`config.mk`:
```
export PLATFORM = sky130hd
export DESIGN_NAME = round_sequencer
export DESIGN_NICKNAME = d
export VERILOG_FILES = /design/src/rtl/game_pkg.sv /design/src/rtl/round_sequencer_tick_timer.sv /design/src/rtl/round_sequencer.sv
export SDC_FILE = /design/constraint.sdc
export NUM_CORES = 1
export LEC_CHECK = 0
export ABC_AREA = 1
export CAP_MARGIN = 20
export CORE_MARGIN = 5
export CORE_UTILIZATION = 35
export CTS_BUF_LIST = sky130_fd_sc_hd__clkbuf_2
export DETAILED_ROUTE_END_ITERATION = 16
export SETUP_SLACK_MARGIN = 0.1
export SLEW_MARGIN = 20
export SYNTH_ARGS = -nofsm -noshare
export SYNTH_HDL_FRONTEND = slang
export SYNTH_SLANG_ARGS = --single-unit
```
`constraint.sdc`:
```
create_clock -name clk -period 3.86 [get_ports clk]
set_input_delay 0.386 -clock clk [delete_from_list [all_inputs] [get_ports clk]]
set_output_delay 0.386 -clock clk [all_outputs]
set_load 0.005 [all_outputs]
```
`src/rtl/game_pkg.sv`:
```
// Shared types and constants for the reaction-game match controller.
package game_pkg;

  typedef enum logic [2:0] {IDLE, ARM, WAIT, GAP, DONE} state_e;

  localparam int unsigned SCORE_W = 13;
  localparam int unsigned TOTAL_W = 16;
  localparam logic [SCORE_W-1:0] SCORE_MAX = 13'd8191;

  function automatic logic [TOTAL_W-1:0] sat_add(input logic [TOTAL_W-1:0] a,
                                                 input logic [SCORE_W-1:0] b);
    logic [TOTAL_W:0] s;
    s = {1'b0, a} + {{(TOTAL_W + 1 - SCORE_W){1'b0}}, b};
    return s[TOTAL_W] ? '1 : s[TOTAL_W-1:0];
  endfunction

endpackage

```
`src/rtl/round_sequencer_tick_timer.sv`:
```
// Clear/enable cycle counter with a terminal-count compare against a runtime value.
module tick_timer #(
  parameter int unsigned W = 32
) (
  input  logic         clk,
  input  logic         rst_n,
  input  logic         clr_i,
  input  logic         en_i,
  input  logic [W-1:0] tc_val_i,
  output logic         tc_o
);

  logic [W-1:0] count_q;

  always_ff @(posedge clk) begin
    if (!rst_n)     count_q <= '0;
    else if (clr_i) count_q <= '0;
    else if (en_i)  count_q <= count_q + 1'b1;
  end

  assign tc_o = (count_q == tc_val_i);

endmodule

```
`src/rtl/round_sequencer.sv`:
```
// Match-level controller: sequences NUM_ROUNDS rounds with timeout and inter-round gap.
// Optional DROP_WORST_EN: the final total excludes the worst charged round.
module round_sequencer
  import game_pkg::*;
#(
  parameter int unsigned        NUM_ROUNDS    = 4,
  parameter int unsigned        TIMEOUT_TICKS = 50000000,
  parameter int unsigned        GAP_TICKS     = 10000000,
  parameter logic [SCORE_W-1:0] PENALTY       = SCORE_MAX
) (
  input  logic               clk,
  input  logic               rst_n,
  input  logic               start_pulse,
  input  logic               abort_pulse,
  input  logic               round_valid,
  input  logic [SCORE_W-1:0] round_score,
  output logic               core_start,
  output logic               core_abort,
  output logic [2:0]         round_idx,
  output logic [TOTAL_W-1:0] total_score,
  output logic [SCORE_W-1:0] best_score,
  output logic               busy,
  output logic               match_done,
  output logic [6:0]         led_round
);

  localparam logic [31:0] WAIT_TC = 32'(TIMEOUT_TICKS - 1);
  localparam logic [31:0] GAP_TC  = 32'(GAP_TICKS - 1);

  state_e             state_q;
  logic               core_start_q, core_abort_q, busy_q, done_q;
  logic [2:0]         idx_q;
  logic [TOTAL_W-1:0] sum_q, sum_d;
  logic [SCORE_W-1:0] best_q, best_d, charge_score;
  logic [6:0]         led_q, led_d;
`ifdef DROP_WORST_EN
  logic [SCORE_W-1:0] worst_q, worst_d;
`endif

  logic        tmr_clr, tmr_en, tmr_tc, wait_end, gap_end, last_round;
  logic [31:0] tmr_tc_val;

  always_comb begin
    charge_score = round_valid ? round_score : PENALTY;
    sum_d        = sat_add(sum_q, charge_score);
    best_d       = (charge_score < best_q) ? charge_score : best_q;
    led_d        = led_q | (7'd1 << idx_q);
`ifdef DROP_WORST_EN
    worst_d      = (charge_score > worst_q) ? charge_score : worst_q;
`endif
    last_round   = (idx_q == 3'(NUM_ROUNDS - 1));
    wait_end     = (state_q == WAIT) && (round_valid || tmr_tc);
    gap_end      = (state_q == GAP) && tmr_tc;
    // Counter reads 0 in ARM and 1 in the first WAIT cycle, so timeout lands
    // TIMEOUT_TICKS cycles after core_start once the registered abort is counted.
    tmr_clr      = (state_q == IDLE) || (state_q == DONE) || wait_end || gap_end;
    tmr_en       = (state_q == ARM) || (state_q == WAIT) || (state_q == GAP);
    tmr_tc_val   = (state_q == GAP) ? GAP_TC : WAIT_TC;
  end

  tick_timer #(.W(32)) u_timer (
    .clk      (clk),
    .rst_n    (rst_n),
    .clr_i    (tmr_clr),
    .en_i     (tmr_en),
    .tc_val_i (tmr_tc_val),
    .tc_o     (tmr_tc)
  );

  always_ff @(posedge clk) begin
    if (!rst_n) begin
      state_q      <= IDLE;
      core_start_q <= 1'b0;
      core_abort_q <= 1'b0;
      busy_q       <= 1'b0;
      done_q       <= 1'b0;
      idx_q        <= '0;
      sum_q        <= '0;
      best_q       <= SCORE_MAX;
      led_q        <= '0;
`ifdef DROP_WORST_EN
      worst_q      <= '0;
`endif
    end else begin
      core_start_q <= 1'b0;
      core_abort_q <= 1'b0;
      if ((state_q != IDLE) && abort_pulse) begin
        state_q      <= IDLE;
        core_abort_q <= 1'b1;
        busy_q       <= 1'b0;
        done_q       <= 1'b0;
      end else begin
        case (state_q)
          IDLE, DONE: begin
            if (start_pulse) begin
              state_q      <= ARM;
              core_start_q <= 1'b1;
              busy_q       <= 1'b1;
              done_q       <= 1'b0;
              idx_q        <= '0;
              sum_q        <= '0;
              best_q       <= SCORE_MAX;
              led_q        <= '0;
`ifdef DROP_WORST_EN
              worst_q      <= '0;
`endif
            end
          end
          ARM: state_q <= WAIT;
          WAIT: begin
            if (wait_end) begin
              state_q      <= GAP;
              core_abort_q <= ~round_valid;
              sum_q        <= sum_d;
              best_q       <= best_d;
              led_q        <= led_d;
`ifdef DROP_WORST_EN
              worst_q      <= worst_d;
`endif
            end
          end
          GAP: begin
            if (gap_end) begin
              if (last_round) begin
                state_q <= DONE;
                busy_q  <= 1'b0;
                done_q  <= 1'b1;
`ifdef DROP_WORST_EN
                sum_q   <= sum_q - {{(TOTAL_W - SCORE_W){1'b0}}, worst_q};
`endif
              end else begin
                state_q      <= ARM;
                core_start_q <= 1'b1;
                idx_q        <= idx_q + 3'd1;
              end
            end
          end
          default: state_q <= IDLE;
        endcase
      end
    end
  end

  assign core_start  = core_start_q;
  assign core_abort  = core_abort_q;
  assign round_idx   = idx_q;
  assign total_score = sum_q;
  assign best_score  = best_q;
  assign busy        = busy_q;
  assign match_done  = done_q;
  assign led_round   = led_q;

endmodule

```
# Yosys cells after proc, flatten, opt, wreduce, memory -nomap -nowiden
# Cells that the tools add are included.
dict set report totals {
  ff_bits 78
  out_inout_bits 43
}
dict set report op_classes {
  add_sub_neg 3
  order_cmp 1
  eq_ne 12
  shift 1
  mux 37
  bitwise_logic 4
  reduce_logical 21
}
# cell n
set op_table {}
lappend op_table {{$mux 13} 4}
lappend op_table {{$mux 16} 3}
lappend op_table {{$add 32x1->32 const B} 1}
lappend op_table {{$eq 32x26->1} 1}
lappend op_table {{$pmux 16 s2} 1}
lappend op_table {{$mux 26} 1}
lappend op_table {{$pmux 13 s2} 1}
lappend op_table {{$mux 3} 7}
lappend op_table {{$add 16x13->17} 1}
lappend op_table {{$mux 7} 2}
lappend op_table {{$pmux 7 s2} 1}
lappend op_table {{$lt 13x13->1} 1}
lappend op_table {{$mux 1} 12}
lappend op_table {{$ne 2x2->1 const B} 6}
lappend op_table {{$pmux 3 s4} 1}
lappend op_table {{$reduce_and 5->1} 2}
lappend op_table {{$eq 3x2->1 const B} 3}
lappend op_table {{$reduce_and 4->1} 2}
lappend op_table {{$or 7x7->7} 1}
lappend op_table {{$shl 1x3->7 const A} 1}
lappend op_table {{$logic_or 1x1->1} 6}
lappend op_table {{$pmux 1 s2} 3}
lappend op_table {{$pmux 3 s2} 1}
lappend op_table {{$reduce_or 2->1} 3}
lappend op_table {{other kinds (9)} 14}

# Longest topological paths before layout
# Gate-level depths: netlist of the first run.
dict set report depth {
  word_depth 8
  mapped_depth 18
  mapped_depth_nobuf 16
}

# Cells and area by module
# From an unflattened synthesis of the first run, not the netlist that was laid out.
dict set report hier_totals {
  hier_cells 894
  hier_area_um2 5649.2
}
# mod instances cells_per_inst area_per_inst_um2 seq_area_each_um2
set by_module_without_submodules {}
lappend by_module_without_submodules {round_sequencer 1 525 3330.7 920.9}
lappend by_module_without_submodules {tick_timer 1 369 2318.5 640.6}

# Worst setup path after synthesis of the first run
# Ideal clock, no wire load.
dict set report synth_timing {
  kind {input-to-reg}
  startpoint {input round_valid}
  endpoint {register sum_q[11], in the netlist total_score[11]}
  setup_ps 120
  arrival_time_ps 2488
  path_slack_ps 1252
  cell_stages 18
  n_path_buf 4
  path_cell_list {buf_4 -> inv_1 -> clkbuf_1 -> or2_2 -> ha_1 -> nand2_1 -> nand2_1 -> inv_1 -> nand2_1 -> nand2_1 -> nand2_1 -> nand2_1 -> and2_1 -> clkbuf_1 -> buf_4 -> nand3_1 -> nand2_1 -> a21oi_1}
}
dict set report synth_via {
  elab_chain_cells 5
}
# element line
set synth_lines {}
lappend synth_lines {{start: declaration} round_sequencer.sv:15} ;# input logic round_valid,
lappend synth_lines {{$mux 13} round_sequencer.sv:44} ;# charge_score = round_valid ? round_score : PENALTY;
lappend synth_lines {{$add 16x13->17} game_pkg.sv:13} ;# s = {1'b0, a} + {{(TOTAL_W + 1 - SCORE_W){1'b0}}, b};
lappend synth_lines {{$mux 16} game_pkg.sv:14} ;# return s[TOTAL_W] ? '1 : s[TOTAL_W-1:0];
lappend synth_lines {{$mux 16} round_sequencer.sv:111} ;# if (wait_end) begin
lappend synth_lines {{$pmux 16 s2} round_sequencer.sv:93} ;# case (state_q)
lappend synth_lines {{end signal: assignment} round_sequencer.sv:114} ;# sum_q <= sum_d;
lappend synth_lines {{end: declaration} round_sequencer.sv:33} ;# logic [TOTAL_W-1:0] sum_q, sum_d;
# Several ways; a longest one is shown, not always the timed one. The select of a mux whose other input is x is not followed.
# A chain may end at the register's enable or synchronous reset.

# Worst setup path in the final report of the first run
dict set report layout_timing {
  startpoint {input round_valid}
  endpoint {register sum_q[10], in the netlist total_score[10]}
}
# The elaborated chain is that of the path after synthesis.

==> flow_summary.yaml, run 1 <==
status:
  outcome: "finished, final reports clean"
yosys:
  netlist_area_mm2: 0.005255
  ys_types: 36
  synth_top_area_share_pct: 29.71
  synthArstFlopShare_pct: 0
  synthFlopType: "dfxtp_1"
  seq_area_frac_synth_pct: 29.71
  synthCells: 816
  synth_edf_count: 0
  synth.most_common_cell: "nand2_1"
  synthTopCellsByCount: "nand2_1 (223), inv_1 (113), nand3_1 (83)"
  syn_avg_cell_area_um2: 6.440
  yosysTopAreaCell: "dfxtp_1"
  ys_seq_elements: 78
  synthTopCellsByArea: "dfxtp_1 (30%), nand2_1 (16%), inv_1 (8.1%), nand3_1 (7.9%), ha_1 (7.4%)"
  synth_fp_nets: 866
  yosysWarnings: 0
floorplanning:
  dieWidth_um: 132.5
  die-area_mm2: 0.01757
  io-pin-count: 61
  start_util_pct: 35.89
  die_h_um: 132.5
  design.core.area_mm2: 0.01464
  rows: 44
worst_setup_path:
  cp_slowest_stage_delay_ns: 0.47
  path_buf_inv: 4
  cp_num_cells: 16
  rr_worst_depth: 14
  r2r_slack_ns: 1.38
  crit_start: "round_valid"
  worstPathArrival_ns: 3.04
  r2r_end: "total_score[10]$_SDFFE_PN0P_"
  critPathCaptureType: "flop"
  crit_required_ns: 4.32
  path_max_fanout: 12
  path_cells: "clkdlybuf4s50_1 -> inv_1 -> or2_2 -> ha_1 -> nand2_1 -> nand2_1 -> inv_1 -> nand2_1 -> nand2_1 -> nand2_1 -> nand2_1 -> and2_1 -> buf_4 -> nand3_1 -> nand2_1 -> a21oi_1"
  critPathMostFrequentCell: "nand2_1"
  slowest_stage: "clkdlybuf4s50_1"
  crit_path_end: "total_score[10]$_SDFFE_PN0P_"
  r2r_start: "total_score[0]$_SDFFE_PN0P_"
  crit_type: "input pin to flop"
  cp_top_family: "simple AND/OR/NAND/NOR gates"
  cp-start-kind: "input pin"
grt:
  grt_start_max_net_pins: 33
  overflow: 0
  grtUsageMet1_pct: 22.17
  grt-busiest-layer: "met2"
  use_met2_pct: 27.17
  grt_first_pass_wirelength_mm: 24.49
  grt.total_usage_pct: 16.78
  grt_pass1_vias: 4872
  met3_usage_pct: 3.569
  antenna_found_initial: 0
clocking:
  cts_tree: "done"
  cts.htree.levels: 3
  ctsResizeCount: 0
  clk_pin_slew_ns: 0.23
  cts.sinks: 78
  clk-insertion-delay-late_ns: 0.61
  clockRootBuffer: "clkbuf_2"
  cts.path.max_buffers: 2
  post_cts_buffers: 0
  hold_buffers: 0
  cts_buffers: 9
hold_path:
  hold_class: "input pin to flop"
route:
  drt-total-wl_mm: 14.45
  vias: 5080
  drtIter0Drc: 295
  via_per_inst: 4.779
  ant_nets: 0
  drt_pass1_iterations: 5
  wl_per_cell_um: 13.60
  route.detailed.drc: 0
finish:
  fin_nets: 924
  syn2layout_area_growth_pct: 16.83
  diodes: 0
  drive_gt1_share_pct: 6.371
  fin_util_pct: 41.93
timing:
  max_slew_margin_pct: 51.53
  skew_ns: 0.04328
  hold_viol_final: 0
  fmax_mhz: 388.7
  worstMarginPinSlew_ns: 0.7262
  setup_viol: 0
  final.min_clock_period_ns: 2.573
  period_share_pct: 66.66
  maxSlewViolCount: 0
  finalSetupTns_ns: 0
  rsz0062_at_grt: "no"
power:
  power.leakage_nw: 2.648
  power_density_mw_per_mm2: 475.1
  vdd_drop_max_uv: 257.0
flow_run:
  maxCapViolCount: 0
placement:
  dp_hpwl_mm: 11.18
  gp_congestion: 0.8985
  portBuffers: 60
==> report_power, final <==
group	internal, mW	switching, mW	leakage, nW
sequential	0.897	0.0783	0.633
clock	0.158	0.344	0.0671
combinational	0.507	0.933	1.95
==> routing by layer <==
layer  up-vias  routed length [um]  part of all wire [%]
met5         -                   0                     0
met4         0                 347                   2.4
met3        21                 575                   4.0
met2        92                6505                    45
met1      2241                7026                    49
li1       2726                   -                     -
==> worst min path at each step <==
stage / to / start / cells after the start
finish: busy$_SDFFE_PP0P_ / start_pulse / 3
global route: busy$_SDFFE_PP0P_ / start_pulse / 3
CTS: busy$_SDFFE_PP0P_ / start_pulse / 3
detailed placement: led_round[1]$_SDFFE_PN0P_ / led_round[1]$_SDFFE_PN0P_ / 2
global placement: led_round[2]$_SDFFE_PN0P_ / led_round[2]$_SDFFE_PN0P_ / 2
floorplan: led_round[0]$_SDFFE_PN0P_ / led_round[0]$_SDFFE_PN0P_ / 2
==> worst register-to-register path, cell delays in order (launching register included) <==
cell	delay, ns
dfxtp_1	0.45
ha_1	0.22
inv_1	0.07
fa_1	0.38
inv_1	0.11
nand3_1	0.08
nand2_1	0.12
nand2_1	0.06
nand2_1	0.10
nand2_1	0.06
and2_1	0.26
buf_4	0.22
nand3_1	0.07
nand2_1	0.06
a21oi_1	0.13
==> cells in the final DEF, fill, tap and decap left out, types with 3 or more instances in the layout <==
cell type,count
a21oi_1,56
buf_4,4
clkbuf_2,9
clkdlybuf4s50_1,60
clkinvlp_4,3
dfxtp_1,78
ha_1,31
inv_1,113
inv_2,4
nand2_1,223
nand2_2,6
nand2_4,5
nand3_1,83
nand4_1,25
nor2_1,81
nor2_2,4
nor2_4,3
nor3_1,25
o21ai_0,11
or2_2,9
xnor2_1,10
xor2_1,17
==> final cells by class <==
type | count | area [um^2]
Fill cell | 1608 | 8504
Multi-Input combinational cell | 603 | 3148
Sequential cell | 78 | 1562
Timing Repair Buffer | 64 | 630.6
Inverter | 118 | 442.9
Tap cell | 184 | 230.2
Clock inverter | 7 | 81.33
Clock buffer | 9 | 45.04
==> stage by stage <==
stage / cells / worst slack [ns] / power, mW / cell area, um^2 / hold slack, ns
finish: 1063 / 1.287 / 2.917 / 6140 / 0.3886
global route: 1063 / 1.041 / 3.181 / 6140 / 0.3765
CTS: 1063 / 1.332 / 2.957 / 6140 / 0.3484
detailed placement: 1047 / 0.6537 / 2.442 / 6013 / 0.4439
global placement: 1047 / 0.7243 / 2.440 / 6013 / 0.4420
floorplan: 816 / 1.252 / 2.019 / 5255 / 0.4443
==> registers in the layout (all words and copies together), names as in the netlist <==
register,flops
best_score,13
core_start,1
u_timer.count_q,32
total_score,16
led_round,7
match_done,1
round_idx,3
busy,1
core_abort,1
state_q,3
==> cell families (layout without fill, tap and decap cells) <==
group	count (synthesis)	after routing	share of synthesized area [%]
compound gates	73	73	7.381
xor+xnor	27	27	4.500
fa+ha+maj	32	32	7.762
buf+inv	135	198	10.38
flops	78	78	29.71
simple gates	471	471	40.26
Note: power is estimated with default switching activity, not from simulation.
==> inputs of run 2 (changes only) <==
Clock period 3.86 ns to 2.4 ns, I/O delays scaled along.
==> run 2 against run 1 <==
Against the previous run: global-route usage is 1.0 points higher; design area rose by 9.4%; worst hold slack lost 0.13 ns; total power grew 75%; clock power rose by 74%; combinational power rose by 85%; critical endpoint is now best_score[9]$_SDFFE_PN1P_; highest routed layer unchanged.
==> flow_summary.yaml, run 2 (same netlist as run 1, synthesis figures left out) <==
timing:
  maxSlewViolCount: 0
  fmax_mhz: 473.6
  max_slew_margin_pct: 72.20
  period_share_pct: 87.98
  hold_viol_final: 0
  setup_viol: 0
  skew_ns: 0.03414
  rsz0062_at_grt: "no"
  final.min_clock_period_ns: 2.112
  worstMarginPinSlew_ns: 0.4157
finish:
  instances_no_fill: 1121
  largest_reg_flops: 32
  syn2layout_area_growth_pct: 27.83
  final_common_cell: "nand2_1"
  drive_gt1_share_pct: 13.35
  fin_area_mm2: 0.006718
  largest-register: "u_timer.count_q"
  fin_nets: 981
  final_cell_mix: "nand2_1 (222), inv_1 (112), nand3_1 (83), nor2_1 (80), dfxtp_1 (77)"
clocking:
  cts_buffers: 9
  hold_buffers: 0
  cts_tree: "done"
  clk-insertion-delay-late_ns: 0.60
  clk_pin_slew_ns: 0.22
  cts.sinks: 78
  cts.htree.levels: 3
  clockRootBuffer: "clkbuf_2"
  cts.path.max_buffers: 2
route:
  drt_pass1_iterations: 5
  drtIter0Drc: 323
  ant_nets: 0
  drt-total-wl_mm: 15.14
  via_per_inst: 4.842
  wl_per_cell_um: 13.50
  vias: 5428
  route.detailed.drc: 0
grt:
  grt_first_pass_wirelength_mm: 25.58
  overflow: 0
  grt_start_max_net_pins: 33
  grt.total_usage_pct: 17.82
  antenna_found_initial: 1
  grt_pass1_vias: 5132
placement:
  gp_congestion: 0.9137
  dp_hpwl_mm: 12.03
  portBuffers: 60
  place_inst: 1103
  place_area_mm2: 0.006551
worst_setup_path:
  path_cells: "clkdlybuf4s50_1 -> inv_2 -> or2_2 -> ha_1 -> nand2_1 -> nor2_1 -> nand4_1 -> nor2_1 -> nor2_2 -> nand3_4 -> nand2_1 -> nand2_1 -> nand3_1"
  critPathMostFrequentCell: "nand2_1"
  worstPathArrival_ns: 2.58
  crit_required_ns: 2.87
  path_buf_inv: 2
  cp_top_family: "simple AND/OR/NAND/NOR gates"
  cp_slowest_stage_delay_ns: 0.54
  slowest_stage: "clkdlybuf4s50_1"
  critPathCaptureType: "flop"
  crit_type: "input pin to flop"
  cp-start-kind: "input pin"
  path_max_fanout: 14
power:
  p_total_mw: 5.115
  power.leakage_nw: 2.952
  internal_power_mw: 2.897
  pwr-share-clk_pct: 17.1
  p_comb_share_pct: 52.2
  p_seq_share_pct: 30.7
  power_density_mw_per_mm2: 761.4
  p_switching_mw: 2.218
  vdd_drop_max_uv: 528.3
  p_sw_share_pct: 43.36
floorplanning:
  start_util_pct: 35.89
  die_h_um: 132.5
  rows: 44
  dieWidth_um: 132.5
  io-pin-count: 61
  die-area_mm2: 0.01757
  design.core.area_mm2: 0.01464
hold_path:
  hold_class: "input pin to flop"
status:
  outcome: "finished, final reports clean"
flow_run:
  maxCapViolCount: 0
run 2: per-layer routing:
layer / track usage, % / share of wire (%) / up-vias / wire (um)
met2: 28.33 / 45 / 139 / 6755
met1: 23.68 / 48 / 2417 / 7254
met3: 4.518 / 4.9 / 28 / 747
li1: - / - / 2844 / -
met5: 0 / 0 / - / 0
met4: 5.774 / 2.5 / 0 / 381
run 2: timing repair:
action | in CTS | in global routing
setup endpoints to repair | 0 | 24
hold endpoints to repair | 0 | 0
resized for setup | 0 | 4
buffers inserted | 0 | 1
run 2: final timing paths:
kind / to / from / cells after the start / slack [ns]
max: best_score[9]$_SDFFE_PN1P_ / round_valid / 13 / 0.29
min: busy$_SDFFE_PP0P_ / start_pulse / 3 / 0.26
min reg2reg: led_round[6]$_SDFFE_PN0P_ / led_round[6]$_SDFFE_PN0P_ / 2 / 0.47
max reg2reg: best_score[9]$_SDFFE_PN1P_ / u_timer.count_q[0]$_SDFFE_PP0P_ / 12 / 0.32
run 2: power groups by stage:
stage               Clock (mW)  Sequential (mW)  Combinational, mW
floorplan                    0             1.57               1.71
global placement             0             1.60               2.64
detailed placement           0             1.60               2.65
CTS                      0.912             1.57               2.67
global route             0.967             1.60               3.02
finish                   0.875             1.57               2.67
run 2: stage by stage:
step | worst slack [ns] | hold WS [ns] | utilization (%) | TNS [ns]
6_report | 0.2884 | 0.2594 | 45.87 | 0
5_1_grt | 0.1061 | 0.1866 | 45.87 | 0
4_1_cts | 0.2159 | 0.1908 | 45.68 | 0
3_5_place_dp | -0.3975 | 0.4439 | 44.74 | -10.42
3_3_place_gp | -0.3625 | 0.4413 | 44.74 | -9.301
2_1_floorplan | 0.08959 | 0.3241 | - | 0
run 2: cell type report:
| type | count | area [um^2] |
|---|---|---|
| flip-flops and latches | 78 | 1563 |
| diodes | 1 | 2.502 |
| multi-input cells | 603 | 3246 |
| clock inverters | 5 | 82.58 |
| repair buffers | 121 | 1096 |
| clock buffers | 11 | 55.05 |
| well taps | 184 | 230.2 |
| fillers | 1558 | 7926 |
| inverters | 118 | 442.9 |
run 2: worst register-to-register path: cells and delay by family, from the launching register on:
kind          cells  cell delay (ns)
flops             1             0.45
buf+inv           1             0.18
fa+ha+maj         1             0.19
simple gates     10             1.18
==> RTL change (config.mk and constraints of run 2) <==
Change the package constant `TOTAL_W` from 16 to 14.
--- a/src/rtl/game_pkg.sv
+++ b/src/rtl/game_pkg.sv
@@ -4,7 +4,7 @@
   typedef enum logic [2:0] {IDLE, ARM, WAIT, GAP, DONE} state_e;
 
   localparam int unsigned SCORE_W = 13;
-  localparam int unsigned TOTAL_W = 16;
+  localparam int unsigned TOTAL_W = 14;
   localparam logic [SCORE_W-1:0] SCORE_MAX = 13'd8191;
 
   function automatic logic [TOTAL_W-1:0] sat_add(input logic [TOTAL_W-1:0] a,
Ports: changed (resized total_score); port bits go from 61 to 59. The function was not compared with the original's and may differ.
==> RTL change against run 2 <==
Power fell by 6.5%. Wire length fell by 10%. Critical path depth did not move. Design area fell by 6.4%. Worst setup slack got worse by 0.0011 ns. Sequential power fell by 3%. Clock skew fell by 0.0040 ns. Synthesized area fell by 2.5%. Sequential cell count fell by 2. Sequential share of layout area rose by 0.92 points. Clock power fell by 19%. Die area fell by 2.3%. Critical path type is now reg -> reg. Critical endpoint is now total_score[10].
==> RTL change: results <==
export IMPL_cts_clk_slew_worst_paths_ns=0.25
export IMPL_reg2reg_depth=13
export IMPL_routed_wl_mm=13.63
export IMPL_max_vdd_ir_drop_v=0.0007909
export IMPL_cp_startpoint="total_score[0]"
export IMPL_grt_usage=0.1666
export IMPL_cp_top_family="adder cells"
export IMPL_p_leak_nw=2.778
export IMPL_synth_area_per_cell_sq_um=6.502
export IMPL_outcome="completed"
export IMPL_fin_crit_ns=2.113
export IMPL_drtPass1Iterations=4
export IMPL_drive_above_1_share=0.1048
export IMPL_n_antenna_cell=0
export IMPL_max_stage_delay_ns=0.45
export IMPL_synth_adder_area_share=0.07961
export IMPL_grt_antenna_before_repair=0
export IMPL_nets=932
export IMPL_dpl_worst_slack_ns=-0.2912
export IMPL_via_count=5057
export IMPL_port_buffers=58
export IMPL_crit_slowest_cell="dfxtp_1"
export IMPL_grt_pass1_vias=4907
export IMPL_gp_congestion=0.8885
export IMPL_first_iter_violations=262
export IMPL_finalClockSkew_ns=0.03017
export IMPL_synth_area_leaders="dfxtp_1 30%, nand2_1 16%, ha_1 7.6%"
export IMPL_yosys_area_share_xor_xnor=0.05299
export IMPL_dp_cells=1054
export IMPL_place_area_sq_mm=0.006163
export IMPL_path_max_fanout=3
export IMPL_syn_nets=838
export IMPL_grt_pass1_wl_mm=22.98
export IMPL_routedWlPerCell_microns=12.72
export IMPL_tns_ns=0
export IMPL_ys_types=34
export IMPL_cp_arrival_ns=2.65
export IMPL_synth_compound_area_frac=0.07350
## RTL change: changes by cell type after synthesis, sizes merged, moves of 3 or more
cell	before	now
nor3	25	17
inv	117	108
nand3	85	79
or2	9	5
a21oi	57	60
nand2	234	227
xor2	17	26
xnor2	10	5
nor2	88	91
## RTL change: report_power, final
group / internal, W / leakage [nW] / switching (W) / total (W)
clock network: 0.000153 / 0.0612 / 0.000554 / 0.000706
logic: 0.000978 / 2.10 / 0.00158 / 0.00256
registers: 0.00140 / 0.616 / 0.000115 / 0.00152
## RTL change: routing by layer
| metal | GRT usage | vias up | wire (microns) |
|---|---|---|---|
| li1 | - | 2705 | - |
| met1 | 0.2181 | 2265 | 6509 |
| met2 | 0.2724 | 71 | 6240 |
| met3 | 0.04268 | 16 | 630 |
| met4 | 0.04477 | 0 | 248 |
| met5 | 0 | - | 0 |
## RTL change: repair_timing
item / 4_1_cts / 5_1_grt
endpoints found under the setup margin: 0 / 14
buffers inserted: 0 / 1
gates resized for setup: 0 / 1
## RTL change: cell type report
type                       instances  area [sq um]
fill                            1575          8133
multi-input combinational        585          3099
sequential                        76          1521
timing repair buffer             101         928.4
inverter                         109         409.1
tap                              184         230.2
clock inverter                     7         57.56
clock buffer                       9         45.04
## RTL change: cells by family (layout without fill, tap and decap cells)
| group | after synthesis | count (layout) |
|---|---|---|
| XOR/XNOR | 31 | 31 |
| buffers and inverters | 127 | 226 |
| AND/OR/NAND/NOR | 449 | 449 |
| AO/OA/AOI/OAI | 73 | 73 |
| flip-flops | 76 | 76 |
| adder cells (fa/ha/maj) | 32 | 32 |
## RTL change: path summary, 6_finish.rpt
kind,to,slack [ns]
min reg2reg,led_round[4],0.47
max,total_score[10],0.29
min,core_start,0.23
max reg2reg,total_score[10],0.29
